### config.mk
export PLATFORM = sky130hd
export DESIGN_NAME = pc_alu
export DESIGN_NICKNAME = d
export VERILOG_FILES = /design/src/rtl/pc_pkg.sv /design/src/rtl/pc_adder.sv /design/src/rtl/pc_alu.sv
export SDC_FILE = /design/constraint.sdc
export NUM_CORES = 1
export LEC_CHECK = 0
export CORE_MARGIN = 3
export CORE_UTILIZATION = 35
export CTS_CLUSTER_DIAMETER = 40
export DETAILED_ROUTE_END_ITERATION = 6
export GPL_ROUTABILITY_DRIVEN = 0
export HOLD_SLACK_MARGIN = 0.02
export RECOVER_POWER = 50
export SYNTH_ARGS = -nofsm -noshare
export SYNTH_HDL_FRONTEND = slang
export SYNTH_HIERARCHICAL = 1
export SYNTH_SLANG_ARGS = --single-unit
export TNS_END_PERCENT = 1
### constraint.sdc
create_clock -name CLK -period 5.48 [get_ports CLK]
set_clock_uncertainty 0.05 [all_clocks]
set_input_delay 1.096 -clock CLK [delete_from_list [all_inputs] [get_ports CLK]]
set_output_delay 1.096 -clock CLK [all_outputs]
set_load 0.05 [all_outputs]
### src/rtl/pc_pkg.sv
// rtl/pc_pkg.sv - shared next-PC select encodings and PC arithmetic constants
package pc_pkg;

  localparam int DEF_WIDTH   = 16;
  localparam int DEF_IMMW    = 12;
  localparam int INSTR_BYTES = 2;

  typedef enum logic [1:0] {
    PCSRC_INC  = 2'b00,
    PCSRC_BR   = 2'b01,
    PCSRC_JMP  = 2'b10,
    PCSRC_HOLD = 2'b11
  } pcsrc_e;

endpackage

### src/rtl/pc_adder.sv
// rtl/pc_adder.sv - WIDTH-bit unsigned adder with carry-out
module pc_adder #(
  parameter int WIDTH = 16
) (
  input  logic [WIDTH-1:0] a,
  input  logic [WIDTH-1:0] b,
  output logic [WIDTH-1:0] sum,
  output logic             carry
);

  always_comb begin
    {carry, sum} = {1'b0, a} + {1'b0, b};
  end

endmodule

### src/rtl/pc_alu.sv
// rtl/pc_alu.sv - PC increment/branch-target arithmetic and architectural PC register
module pc_alu
  import pc_pkg::*;
#(
  parameter int               WIDTH    = DEF_WIDTH,
  parameter int               IMMW     = DEF_IMMW,
  parameter logic [WIDTH-1:0] RESET_PC = '0
) (
  input  logic             CLK,
  input  logic             RST,
  input  logic [WIDTH-1:0] PCIN,
  output logic [WIDTH-1:0] PCOUT,
  output logic             CARRY,
  input  logic [IMMW-1:0]  IMM,
  output logic [WIDTH-1:0] BROUT,
  input  logic [WIDTH-1:0] JADDR,
  input  logic [1:0]       PCSRC,
  input  logic             PCWRITE,
  output logic [WIDTH-1:0] PC
);

  localparam logic [WIDTH-1:0] STEP = WIDTH'(INSTR_BYTES);

  // Word offset scaled to bytes: sign-extend, then shift left by one.
  logic [WIDTH-1:0] offset;
  assign offset = {{(WIDTH-IMMW-1){IMM[IMMW-1]}}, IMM, 1'b0};

  logic [WIDTH-1:0] pc_inc;
  logic [WIDTH-1:0] pc_br;
  logic [WIDTH-1:0] pc_next;
  logic             ext_br_carry_unused;
  logic             int_inc_carry_unused;
  logic             int_br_carry_unused;

  // External path: driven purely by PCIN, independent of the register.
  pc_adder #(.WIDTH(WIDTH)) u_ext_inc (
    .a(PCIN), .b(STEP), .sum(PCOUT), .carry(CARRY)
  );

  pc_adder #(.WIDTH(WIDTH)) u_ext_br (
    .a(PCOUT), .b(offset), .sum(BROUT), .carry(ext_br_carry_unused)
  );

  // Register path: same arithmetic applied to the current PC.
  pc_adder #(.WIDTH(WIDTH)) u_int_inc (
    .a(PC), .b(STEP), .sum(pc_inc), .carry(int_inc_carry_unused)
  );

  pc_adder #(.WIDTH(WIDTH)) u_int_br (
    .a(pc_inc), .b(offset), .sum(pc_br), .carry(int_br_carry_unused)
  );

  always_comb begin
    pc_next = PC;
    case (pcsrc_e'(PCSRC))
      PCSRC_INC:  pc_next = pc_inc;
      PCSRC_BR:   pc_next = pc_br;
      PCSRC_JMP:  pc_next = {JADDR[WIDTH-1:1], 1'b0};
      PCSRC_HOLD: pc_next = PC;
      default:    pc_next = PC;
    endcase
  end

  always_ff @(posedge CLK or posedge RST) begin
    if (RST) begin
      PC <= RESET_PC;
    end else if (PCWRITE) begin
      PC <= pc_next;
    end
  end

endmodule

==> flow_summary.json, run 1 <==
{
  "reg_top3": "PC x16",
  "drc_errors": 0,
  "hold_class": "reg2reg",
  "ios": 98,
  "overflow": 0,
  "cpMostUsedCell": "buf_4",
  "setup_viol": 0,
  "first_global_vias": 4360,
  "core_area_um2": 11700,
  "numClockSinks": 16,
  "ff_latch_area_um2": 400,
  "die_w_um": 117,
  "critPathBufInv": 4,
  "ant_nets": 0,
  "path_class": "in2out",
  "end_kind": "output pin",
  "cts_hold_buf": 0,
  "rows": 39,
  "cp.required_ns": 4.33,
  "largest_reg_flops": 16,
  "crit_chain": "clkdlybuf4s50_1 -> ha_4 -> and3_4 -> a221oi_4 -> buf_4 -> o21ai_4 -> a21oi_2 -> xnor2_2 -> ha_4 -> a21o_4 -> nor3_1 -> a2111oi_4 -> buf_4 -> o311ai_4 -> buf_4",
  "cts_tree": "built",
  "timing.final.ws_setup_ns": 0.117,
  "cts_buffer_depth": 2,
  "multiInputGateArea_um2": 4150,
  "vdd.ir_drop.worst_mv": 0.249,
  "status": "finished, final reports clean",
  "dp_slack_ns": -0.388,
  "synth_cells": 509,
  "fill_cells": 1079,
  "dpl.cell_count": 813,
  "floorplan.initialDensity": 0.368,
  "path_max_fanout": 4,
  "critPathTopFamily": "buffers and inverters",
  "cts-root-buf": "clkbuf_16",
  "clk_latency_ns": 0.25,
  "crit_slowest_cell": "clkdlybuf4s50_1",
  "clk_pin_slew_ns": 0.05,
  "worstMarginPinSlew_ns": 0.967,
  "first_pass_iters": 4,
  "syn_area_per_cell_um2": 8.46,
  "wire_per_inst_um": 15.5,
  "drv_cap": 0,
  "setup_tns_ns": 0,
  "routed_wl_mm": 12.7,
  "synthesis.area_um2": 4310,
  "nets": 799,
  "critPathLaunchType": "input port",
  "cpPeakStageDelay_ns": 0.45,
  "portBuffers": 96,
  "fp.dieH_um": 117,
  "hold_viol_final": 0,
  "vias_per_cell": 5.48,
  "grtUsageTotal": 0.178,
  "ys_warn_count": 6,
  "critPathArrivalTime_ns": 4.22,
  "p_per_area_nw_per_um2": 521,
  "dr_total_vias": 4502,
  "slew_headroom": 0.355,
  "fin_util": 0.550,
  "finalPower_mw": 3.36,
  "n_antenna_cell": 0,
  "drt_iter0_markers": 196,
  "largest-register": "PC",
  "placed_cell_area_um2": 6090,
  "cts_max_level": 1,
  "stdcell_count": 821,
  "p_leak_nw": 2.97,
  "layout-drive-gt1-share": 0.255,
  "area_growth_pct": 49.5,
  "fin_crit_ns": 5.36,
  "grt_pass1_wl_mm": 20.1,
  "grt_max_degree": 33,
  "drv_slew": 0,
  "numCtsBuffers": 3,
  "holdWs_ns": 0.462,
  "dpl.hpwl_mm": 10.5,
  "stdcell_area_um2": 6440,
  "fmax_ghz": 0.186,
  "finalCritPeriodShare": 0.979,
  "dieArea_um2": 13700,
  "antenna_found_initial": 0
}
==> per-layer routing <==
| metal | track usage | up-vias | routed length (um) |
|---|---|---|---|
| met5 | 0 | - | 0 |
| met4 | 0.0482 | 0 | 208 |
| met3 | 0.0113 | 20 | 459 |
| met2 | 0.323 | 101 | 6360 |
| met1 | 0.228 | 2101 | 5710 |
| li1 | - | 2280 | - |
==> power breakdown <==
part	switching [mW]	internal, mW	leakage (nW)	total (mW)
Sequential	0.0420	0.164	0.198	0.206
Clock	0.0481	0.111	0.0442	0.159
Combinational	1.75	1.24	2.72	2.99
==> repair_timing <==
action	CTS	global route
setup endpoints to repair	6	8
gates resized for setup	15	25
pin swaps	14	13
hold endpoints to repair	0	0
setup buffers	2	2
gates cloned	0	0
==> path summary, 6_finish.rpt <==
path	startpoint	to	slack (ns)	depth (start not counted)
worst max-delay path	PCIN[3]	BROUT[14]	0.12	15
worst min-delay path	PC[12]	PC[12]	0.46	2
worst max register to register	PC[1]	PC[13]	1.27	13
worst min register to register	PC[12]	PC[12]	0.46	2
max in group asynchronous	RST	PC[12]	3.67	2
min in group asynchronous	RST	PC[0]	1.31	2
==> tightest hold or removal path, delay by kind of cell (launching register included) <==
family             cells  cell delay [ns]
DFF                    1             0.36
and+or+nand+nor        1             0.06
AOI/OAI and AO/OA      1             0.06
==> final cells by class <==
class	count	area share
multi-input combinational	476	0.644
tap	143	0.0278
clock buffer	4	0.0138
timing repair buffer	164	0.241
sequential	16	0.0622
inverter	18	0.0105
==> cells in the final DEF (no fill, tap or decap), types with 16 or more instances in the layout <==
master,n
nor2b_1,21
dlygate4sd3_1,18
buf_4,76
conb_1,36
nand2_1,31
ha_1,58
a21o_1,33
a21oi_1,23
inv_1,18
dfrtp_1,16
clkdlybuf4s50_1,56
xnor2_1,20
No activity file was read; power rests on OpenSTA's default activity.
==> run 2, diff against run 1 <==
- ABC_CLOCK_PERIOD_IN_PS: unset -> 5480
- CTS_CLUSTER_DIAMETER: 40 -> 30
==> results of run 2 <==
No change in the layout: final DEF, timing and power equal those of run 1.
==> run 3, diff against run 2 <==
- SLEW_MARGIN: unset -> 10
==> results of run 3 <==
No change in the layout: final DEF, timing and power equal those of run 1.
